**src/rtl/mem_arbiter.sv**
```systemverilog
// mem_arbiter: grants the shared 256-bit block memory to icache or dcache misses.
// Define ARB_RR_EN for round-robin ties; otherwise the dcache always wins a tie.
module mem_arbiter #(
    parameter int TIMEOUT = 64,
    parameter int TW      = 7
) (
    input  logic         clk,
    input  logic         reset,
    input  logic         ic_req,
    input  logic [31:0]  ic_addr,
    output logic         ic_ack,
    output logic [255:0] ic_block,
    input  logic         dc_req,
    input  logic         dc_we,
    input  logic [31:0]  dc_raddr,
    input  logic [31:0]  dc_waddr,
    input  logic [255:0] dc_wblock,
    output logic         dc_ack,
    output logic [255:0] dc_block,
    output logic         mem_blockread,
    output logic         mem_blockwrite,
    output logic [31:0]  mem_instraddr,
    output logic [31:0]  mem_readaddr,
    output logic [31:0]  mem_writeaddr,
    output logic [255:0] mem_writeblock,
    input  logic [255:0] mem_instrblock,
    input  logic [255:0] mem_readblock,
    input  logic         mem_ready,
    output logic         busy,
    output logic         timeout_err
);
    typedef enum logic [2:0] {IDLE, ISSUE, WAIT, DONE, ERR} state_t;

    state_t        state;
    logic          gnt_dc;
    logic          pick_dc;
    logic          start;
    logic [TW-1:0] wdog;

    assign start = (state == IDLE) && mem_ready && (ic_req || dc_req);
    assign busy  = (state != IDLE);

`ifdef ARB_RR_EN
    logic last_dc;

    // A tie goes to whichever side was not granted last.
    assign pick_dc = dc_req && !(ic_req && last_dc);

    always_ff @(posedge clk) begin
        if (reset)
            last_dc <= 1'b0;
        else if (start)
            last_dc <= pick_dc;
    end
`else
    assign pick_dc = dc_req;
`endif

    always_ff @(posedge clk) begin
        if (reset) begin
            state          <= IDLE;
            gnt_dc         <= 1'b0;
            wdog           <= '0;
            ic_ack         <= 1'b0;
            dc_ack         <= 1'b0;
            ic_block       <= '0;
            dc_block       <= '0;
            mem_blockread  <= 1'b0;
            mem_blockwrite <= 1'b0;
            mem_instraddr  <= '0;
            mem_readaddr   <= '0;
            mem_writeaddr  <= '0;
            mem_writeblock <= '0;
            timeout_err    <= 1'b0;
        end else begin
            ic_ack <= 1'b0;
            dc_ack <= 1'b0;
            unique case (state)
                IDLE: begin
                    wdog <= '0;
                    if (start) begin
                        state          <= ISSUE;
                        gnt_dc         <= pick_dc;
                        mem_blockread  <= 1'b1;
                        mem_blockwrite <= pick_dc && dc_we;
                        mem_instraddr  <= pick_dc ? 32'h0 : ic_addr;
                        mem_readaddr   <= pick_dc ? dc_raddr : 32'h0;
                        mem_writeaddr  <= pick_dc ? dc_waddr : 32'h0;
                        mem_writeblock <= pick_dc ? dc_wblock : '0;
                    end
                end
                ISSUE, WAIT: begin
                    wdog <= wdog + 1'b1;
                    if (wdog == TW'(TIMEOUT)) begin
                        state          <= ERR;
                        mem_blockread  <= 1'b0;
                        mem_blockwrite <= 1'b0;
                        timeout_err    <= 1'b1;
                        if (gnt_dc) begin
                            dc_ack   <= 1'b1;
                            dc_block <= '0;
                        end else begin
                            ic_ack   <= 1'b1;
                            ic_block <= '0;
                        end
                    end else if (state == ISSUE && !mem_ready) begin
                        state          <= WAIT;
                        mem_blockread  <= 1'b0;
                        mem_blockwrite <= 1'b0;
                    end else if (state == WAIT && mem_ready) begin
                        state <= DONE;
                        if (gnt_dc) begin
                            dc_ack   <= 1'b1;
                            dc_block <= mem_readblock;
                        end else begin
                            ic_ack   <= 1'b1;
                            ic_block <= mem_instrblock;
                        end
                    end
                end
                DONE, ERR: begin
                    state          <= IDLE;
                    mem_instraddr  <= '0;
                    mem_readaddr   <= '0;
                    mem_writeaddr  <= '0;
                    mem_writeblock <= '0;
                end
                default: state <= IDLE;
            endcase
        end
    end
endmodule
```
**config.mk**
```make
export PLATFORM = sky130hd
export DESIGN_NAME = mem_arbiter
export DESIGN_NICKNAME = d
export VERILOG_FILES = /design/src/rtl/mem_arbiter.sv
export SDC_FILE = /design/constraint.sdc
export NUM_CORES = 1
export LEC_CHECK = 0
export ABC_CLOCK_PERIOD_IN_PS = 1800
export CORE_AREA = 2 2 682 684
export DETAILED_ROUTE_END_ITERATION = 12
export DIE_AREA = 0 0 684 686
export MAX_ROUTING_LAYER = met4
export SLEW_MARGIN = 20
export SYNTH_ARGS = -nofsm -noshare
export SYNTH_HDL_FRONTEND = slang
export SYNTH_SLANG_ARGS = --single-unit
```
**constraint.sdc**
```tcl
create_clock -name clk -period 1.8 [get_ports clk]
set_input_delay 0.54 -clock clk [delete_from_list [all_inputs] [get_ports clk]]
set_output_delay 0.54 -clock clk [all_outputs]
set_load 0.005 [all_outputs]
```
Yosys cells after proc, flatten, opt, wreduce, memory -nomap -nowiden
Cells that the tools add are included.

Bits in registers: 880. Output and inout bits: 870.

Add/sub/neg operators: 1. Equality and inequality tests: 13. Multiplexer cells: 42. Bitwise operators: 1. Reduce and logical (&&, ||, !) cells: 22.

Operators with widths (number): $mux W256 (12); $pmux W256 S2 (1); $mux W32 (6); $pmux W32 S2 (3); $pmux W7 S2 (1); $mux W1 (12); $mux W3 (4); $reduce_and A5 Y1 (2); $ne A3 B3 Y1 const B (3); $ne A2 B2 Y1 const B (4); $reduce_and A2 Y1 (4); $add A7 B1 Y7 const B (1); $eq A7 B7 Y1 const B (1); $eq A3 B2 Y1 const B (2); $pmux W3 S2 (1); $reduce_bool A2 Y1 (3); $reduce_or A2 Y1 (3); $logic_and A1 B1 Y1 (5); $ne A4 B4 Y1 const B (1); $pmux W1 S2 (2); $eq A3 B1 Y1 const B (1); $eq A3 B3 Y1 const B (1); $logic_not A3 Y1 (1); $reduce_and A3 Y1 (1); other kinds (4) (4).

Longest topological paths before layout
Gate-level depths: netlist of the first run.

Depth in word-level cells: 6. Gate-level depth with buffers: 8. Mapped depth without buffers: 6.

Least setup slack after synthesis of the first run
OpenSTA, ideal clock, no wires.

Kind: input to register. From: in reset. To: reg ic_block[0]. Library setup time: 0.059 ns. Arrival: 1.834 ns. Path slack: -0.093 ns. Stages on the path: 5. Path buffers: 2. Cells stage by stage: or2_2 -> nor4_2 -> buf_2 -> buf_1 -> a22o_1.

RTL lines: start, declared (RTL line 8) `input logic reset,`; end signal, assigned (RTL line 117) `ic_block <= mem_instrblock;`; end, declared (RTL line 12) `output logic [255:0] ic_block,`.

Final worst setup path of the first run
From: reg state[1]. To: out busy.

Cells in the longest elaborated chain, start to end: 1.

Ends and longest elaborated chain: start, declared (RTL line 34) `state_t state;`; start signal, assigned (RTL line 61) `state <= IDLE;`; start signal, assigned (RTL line 82) `state <= ISSUE;`; start signal, assigned (RTL line 95) `state <= ERR;`; $reduce_bool A3 Y1 (RTL line 41) `assign busy = (state != IDLE);`; end, declared (RTL line 29) `output logic busy,`.

No other way between the ends.

==> impl_metrics.json, run 1 <==
{
  "status": "finished, violations left",
  "violations": "setup timing",
  "clockBufferDepth": 4,
  "cp-start-kind": "register",
  "yosysWarnings": 0,
  "core_mm2": 0.4620,
  "dp_hpwl_um": 342700,
  "grt_overflow": 0,
  "antenna_found_initial": 496,
  "htreeDepth": 3,
  "syn_area_per_cell_um2": 11.35,
  "nets": 5365,
  "dieHeight_um": 686,
  "rows": 250,
  "drtPass1Iterations": 5,
  "hold_violations": 0,
  "vias_per_cell": 2.860,
  "area_growth_pct": 130.9,
  "portBuffers": 1739,
  "io_pins": 1740,
  "power.density_mw_per_mm2": 855.1,
  "gp_congestion": 0.9780,
  "synth_seq_cells": 880,
  "dp_cells": 10299,
  "finalWorstSetupSlack_ps": -633.6,
  "route.vias.total": 31381,
  "crit_path_cell_trace": "buf_6 -> nor3_4 -> inv_2 -> buf_6 -> buf_8",
  "worstMarginPinSlew_ps": 917.5,
  "cts_buffers": 122,
  "ir_drop_mv": 0.7655,
  "synth.distinct_cells": 35,
  "dpl_cell_area_mm2": 0.05569,
  "cpLargestDelayFamily": "buffers and inverters",
  "stdcell_count": 10972,
  "total_leakage_power_nw": 24.23,
  "critPathMaxStageDelay_ps": 340,
  "worstSetupPathType": "register to output port",
  "rsz0062_at_grt": "true",
  "drive_gt1_frac": 0.4397,
  "synthesis.area_mm2": 0.02783,
  "root_buffer": "clkbuf_16",
  "slew_viol_final": 0,
  "ant_nets": 0,
  "cp_num_buf_inv": 4,
  "grt_use_total": 0.1622,
  "max_slew_margin": 0.3884,
  "syn_nets": 3323,
  "cpMostUsedCell": "buf_6",
  "grt_pass1_wl_um": 453300,
  "die_w_um": 684,
  "postSynthCellCount": 2451,
  "hold_slack_ps": 215.1,
  "hold_class": "primary input to register",
  "drt-initial-drc-count": 2611,
  "initial_core_util": 0.06023,
  "cp_data_required_time_ps": 1260,
  "cp_slowest_cell": "dfxtp_2",
  "grt_max_degree": 169,
  "ys_seq_area_frac": 0.6331,
  "post-route-min-period_ps": 2434,
  "clock_sinks": 880,
  "setup_viol": 1689,
  "drcViolationCount": 0,
  "max_freq_mhz": 410.9,
  "end_kind": "output port",
  "grt_pass1_vias": 29460,
  "arrival_ps": 1890,
  "path_clk_slew_ps": 60,
  "routedWlPerCell_um": 35.18,
  "fin_crit_sh": 1.352,
  "cp_max_fo": 12,
  "finClkSkew_ps": 61.92,
  "cts_tree": "yes",
  "routed_wl_um": 386000,
  "worstSkewPairLatency_ps": 880,
  "fp.dieArea_mm2": 0.4692,
  "final_area_mm2": 0.06424,
  "cap_viol_max_count": 0
}
## worst reg2reg max path, cell delays in order, from the launching register on
cell	delay (ps)
dfxtp_2	320
or4b_4	550
nor2_4	140
buf_12	120
nor4_4	40
buf_12	150
buf_16	190
buf_16	150
buf_12	130
buf_16	130
a22o_1	200
## layer usage
metal	GRT usage	part of all wire
met1	0.1474	0.32
met2	0.2753	0.49
met3	0.1021	0.15
met4	0.05711	0.044
met5	-	0
## final timing paths
path | from | end | slack (ps) | cells after the start
setup / recovery | state[1]$_SDFFE_PP0P_ | busy | -630 | 5
hold / removal | reset | ic_ack$_SDFF_PP0_ | 220 | 4
setup reg to reg | wdog[2]$_SDFFE_PP0P_ | dc_block[43]$_SDFFE_PP0P_ | -480 | 10
hold reg to reg | mem_instraddr[9]$_SDFFE_PP0P_ | mem_instraddr[9]$_SDFFE_PP0P_ | 460 | 2
## final cells by class
class	count	area, um2
Multi-Input combinational cell	1332	9226
Clock buffer	154	3364
Inverter	5	18.77
Tap cell	6174	7725
Timing Repair Buffer	2152	24170
Clock inverter	67	902.1
Antenna cell	208	520.5
Sequential cell	880	18310
Fill cell	51848	397800
## kinds of logic (layout without fill, tap and decap cells)
logic type,count (synthesis),in the layout,share of synthesized area
AOI/OAI and AO/OA,888,888,0.2601
buffers and inverters,239,2378,0.03831
xor gates and xnor gates,6,6,0.001888
muxes,1,1,0.0003597
and+or+nand+nor,435,435,0.06538
DFF,880,880,0.6331
adders and majority gates,2,2,0.0008991
other,0,208,0
## cells in the mapped netlist (all sizes together)
cell type	instances	area, um2
a211oi	2	15.01
a21o	1	7.510
a21oi	34	170.2
a221oi	3	43.80
a22o	512	4484
a22oi	325	2440
a31oi	2	12.51
and2	2	12.51
and3b	2	17.52
buf	141	698.2
clkbuf	93	349.1
dfxtp	880	17620
ha	2	25.02
inv	5	18.77
mux2i	1	10.01
nand2	38	142.6
nand2b	2	12.51
nand3b	28	210.2
nor2	348	1314
nor3	5	25.02
nor4	5	43.79
nor4b	1	8.760
o21a	2	15.01
o21ai	3	15.01
o21bai	1	7.510
o311a	1	10.01
o31a	1	8.760
o31ai	1	7.510
or2	3	18.77
or4b	1	13.76
xnor2	6	52.55
## stage by stage
step / total power, mW / setup TNS (ps) / worst slack [ps] / utilization
floorplan: 22.48 / -1102 / -27.55 / -
detailed placement: 28.68 / -649480 / -952.5 / 0.1205
global placement: 28.66 / -635810 / -923.5 / 0.1205
CTS: 56.04 / -517770 / -831.3 / 0.1378
global route: 56.93 / -520690 / -782.1 / 0.1389
finish: 54.93 / -355950 / -633.6 / 0.1390
## where the power goes
part | total, mW | switching, mW | internal (mW)
clock | 26.4 | 10.8 | 15.6
combinational | 7.89 | 3.75 | 4.14
sequential | 20.6 | 0.508 | 20.1
total | 54.9 | 15.1 | 39.8
## what timing repair did
item,in CTS,in global routing
gates resized for setup,3528,20
setup endpoints to repair,1732,1738
pin swaps,169,43
setup buffers,220,5
hold buffers,0,0
gates cloned,27,3
## layout by cell type (no fill, tap or decap), types with 36 or more instances in the layout
cell / netlist / layout
dfxtp_1: 880 / 363
buf_2: 135 / 69
buf_6: 0 / 467
nor2_1: 347 / 346
buf_12: 0 / 269
diode_2: 0 / 208
nand2_1: 38 / 36
buf_4: 0 / 417
a22o_1: 512 / 512
a22oi_1: 325 / 325
clkbuf_16: 0 / 125
clkdlybuf4s50_1: 0 / 876
dfxtp_2: 0 / 497
## registers in the layout, summed over array words and instances, names as in the netlist, 3 cells and up
| name | count |
|---|---|
| ic_block | 256 |
| wdog | 7 |
| mem_readaddr | 32 |
| mem_writeaddr | 32 |
| mem_instraddr | 32 |
| dc_block | 256 |
| state | 3 |
| mem_writeblock | 256 |
Note: power is estimated with default switching activity, not from simulation.
==> inputs of run 2 (changes only) <==
--- a/config.mk
+++ b/config.mk
@@ -6,10 +6,13 @@
 export NUM_CORES = 1
 export LEC_CHECK = 0
 export ABC_CLOCK_PERIOD_IN_PS = 1800
-export CORE_AREA = 2 2 682 684
+export CELL_PAD_IN_SITES_DETAIL_PLACEMENT = 1
+export CELL_PAD_IN_SITES_GLOBAL_PLACEMENT = 1
+export CORE_AREA = 2 2 676 678
 export DETAILED_ROUTE_END_ITERATION = 12
-export DIE_AREA = 0 0 684 686
+export DIE_AREA = 0 0 678 680
 export MAX_ROUTING_LAYER = met4
+export PLACE_DENSITY_LB_ADDON = 0.1
 export SLEW_MARGIN = 20
 export SYNTH_ARGS = -nofsm -noshare
 export SYNTH_HDL_FRONTEND = slang
==> run 2 against run 1 <==
The flow still finishes with violations (setup timing). First-iteration DRC count shrank 53%. Global-route usage is 4.0 points lower. Routed wire length shrank 25%. Clock power increased by 14%. Non-clock buffer count rose by 15. Critical endpoint unchanged. Largest cell class unchanged.
==> impl_metrics.json, run 2 (synthesis gave the netlist of run 1 again) <==
{
  "drcViolationCount": 0,
  "finalWorstSetupSlack_ps": -406.9,
  "root_buffer": "clkbuf_16",
  "dp_hpwl_um": 236000,
  "drive_gt1_frac": 0.5079,
  "violations": "setup timing",
  "cp_slowest_cell": "dfxtp_4",
  "nets": 5406,
  "path_clk_slew_ps": 50,
  "finClkSkew_ps": 59.64,
  "antenna_found_initial": 213,
  "grt_pass1_vias": 31407,
  "n_fill_cell": 52187,
  "rows": 248,
  "met1_usage": 0.1220,
  "rsz0062_at_grt": "true",
  "end_kind": "output port",
  "p_int_mw": 42.69,
  "tns_ps": -254220,
  "post-route-util": 0.1407,
  "routed_wl_um": 290100,
  "io_pins": 1740,
  "hold_violations": 0,
  "p_comb_frac": 0.134,
  "initial_core_util": 0.06126,
  "critPathMaxStageDelay_ps": 350,
  "cap_viol_max_count": 0,
  "route.vias.total": 30017,
  "grt_most_used_layer": "met2",
  "total_leakage_power_nw": 24.57,
  "fp.dieArea_mm2": 0.4610,
  "cts_tree": "yes",
  "vias_per_cell": 2.804,
  "swShare": 0.2695,
  "core_mm2": 0.4543,
  "ir_drop_mv": 0.6623,
  "cp-start-kind": "register",
  "cpLargestDelayFamily": "flip-flops",
  "multi_input_area_mm2": 0.009264,
  "crit_path_cell_trace": "nor3_2 -> buf_4 -> inv_4 -> buf_8",
  "max_slew_margin": 0.5684,
  "grt_pass1_wl_um": 359100,
  "grt_use_total": 0.1221,
  "cp_num_buf_inv": 3,
  "htreeDepth": 4,
  "status": "finished, violations left",
  "gr-usage-met3": 0.05258,
  "max_freq_mhz": 453.1,
  "dieHeight_um": 680,
  "grt_use_met2": 0.2215,
  "slew_viol_final": 0,
  "worstSkewPairLatency_ps": 860,
  "area_growth_pct": 129.7,
  "hold_class": "primary input to register",
  "drt-initial-drc-count": 1223,
  "portBuffers": 1739,
  "arrival_ps": 1670,
  "cp_data_required_time_ps": 1260,
  "cts_buffers": 148,
  "power.density_mw_per_mm2": 914.2,
  "grt_max_degree": 78,
  "ant_nets": 0,
  "place_ws_ps": -944.4,
  "post-route-min-period_ps": 2207,
  "clockPowerShare": 0.514,
  "final_cell_mix": "868 x clkdlybuf4s50_1, 722 x dfxtp_2, 693 x buf_6",
  "ff_latch_area_mm2": 0.01888,
  "clock_sinks": 880,
  "grt_overflow": 0,
  "p_switching_mw": 15.75,
  "drtPass1Iterations": 5,
  "worstSetupPathType": "register to output port",
  "layout_commonest_cell": "clkdlybuf4s50_1",
  "fin_crit_sh": 1.226,
  "setup_viol": 1617,
  "seqPwrFrac": 0.352,
  "die_w_um": 678,
  "routedWlPerCell_um": 27.10,
  "cp_max_fo": 2,
  "worstMarginPinSlew_ps": 647.4,
  "clockBufferDepth": 4,
  "largest_registers": "dc_block: 256 flops, ic_block: 256 flops, mem_writeblock: 256 flops",
  "gp_congestion": 0.8368
}
run 2: cell count changes in the layout (fill, tap and decap cells not counted), sizes merged, moves of 2 or more:
cell | previous run | this run
clkdlybuf4s50 | 876 | 868
clkinv | 27 | 14
diode | 208 | 67
bufbuf | 2 | 0
inv | 21 | 10
clkinvlp | 8 | 2
clkbuf | 157 | 238
buf | 1271 | 1282
bufinv | 16 | 9
run 2: timing repair:
item / in CTS / in global routing
buffers inserted: 173 / 26
hold endpoints to repair: 2 / 0
pin swaps: 3 / 1
cloned: 0 / 21
hold buffers: 1 / 0
gates resized for setup: 5308 / 35
setup endpoints to repair: 1739 / 1740
run 2: cell type report:
cell class,count,area share
antenna,67,0.002623
inverter,5,0.0003328
sequential,880,0.2954
clock buffer,223,0.06916
clock inverter,30,0.007575
multi-input combinational,1332,0.1449
tap,6000,0.1174
timing repair buffer,2167,0.3626
run 2: power by group through the flow:
stage	clock network (mW)	registers, mW	logic (mW)
2_1_floorplan	0	20.8	1.65
3_3_place_gp	0	20.9	7.34
3_5_place_dp	0	20.9	7.31
4_1_cts	31.8	20.6	7.52
5_1_grt	32.2	20.7	8.39
6_report	30.0	20.6	7.82
run 2: stage by stage:
stage	area [um2]	power, mW	cells	hold slack (ps)
global placement	54900	28.28	10167	440.1
CTS	62830	59.89	10590	125.1
floorplan	27880	22.48	2451	448.3
detailed placement	54900	28.25	10167	448.8
finish	63920	58.44	10704	249.0
global route	63910	61.28	10698	197.5
run 2: worst reg2reg max path, cell delays in order, from the launching register on:
cell and delay [ps]:
dfxtp_2 320, or4b_4 580, nor2_4 130, buf_12 140
a21oi_4 80, buf_12 170, buf_12 380, a22o_1 250
run 2: final timing paths:
kind / from / endpoint / slack [ps] / cells past startpoint
max: state[0]$_SDFFE_PP0P_ / busy / -410 / 4
min: reset / ic_ack$_SDFF_PP0_ / 250 / 4
max reg2reg: wdog[2]$_SDFFE_PP0P_ / dc_block[110]$_SDFFE_PP0P_ / -400 / 7
min reg2reg: mem_instraddr[14]$_SDFFE_PP0P_ / mem_instraddr[14]$_SDFFE_PP0P_ / 460 / 2
run 2: per-layer routing:
metal  share of wire  vias to the layer above
li1                -                    13467
met4           0.022                        0
met1            0.36                    14739
met5               0                        -
met3           0.094                      414
met2            0.52                     1397
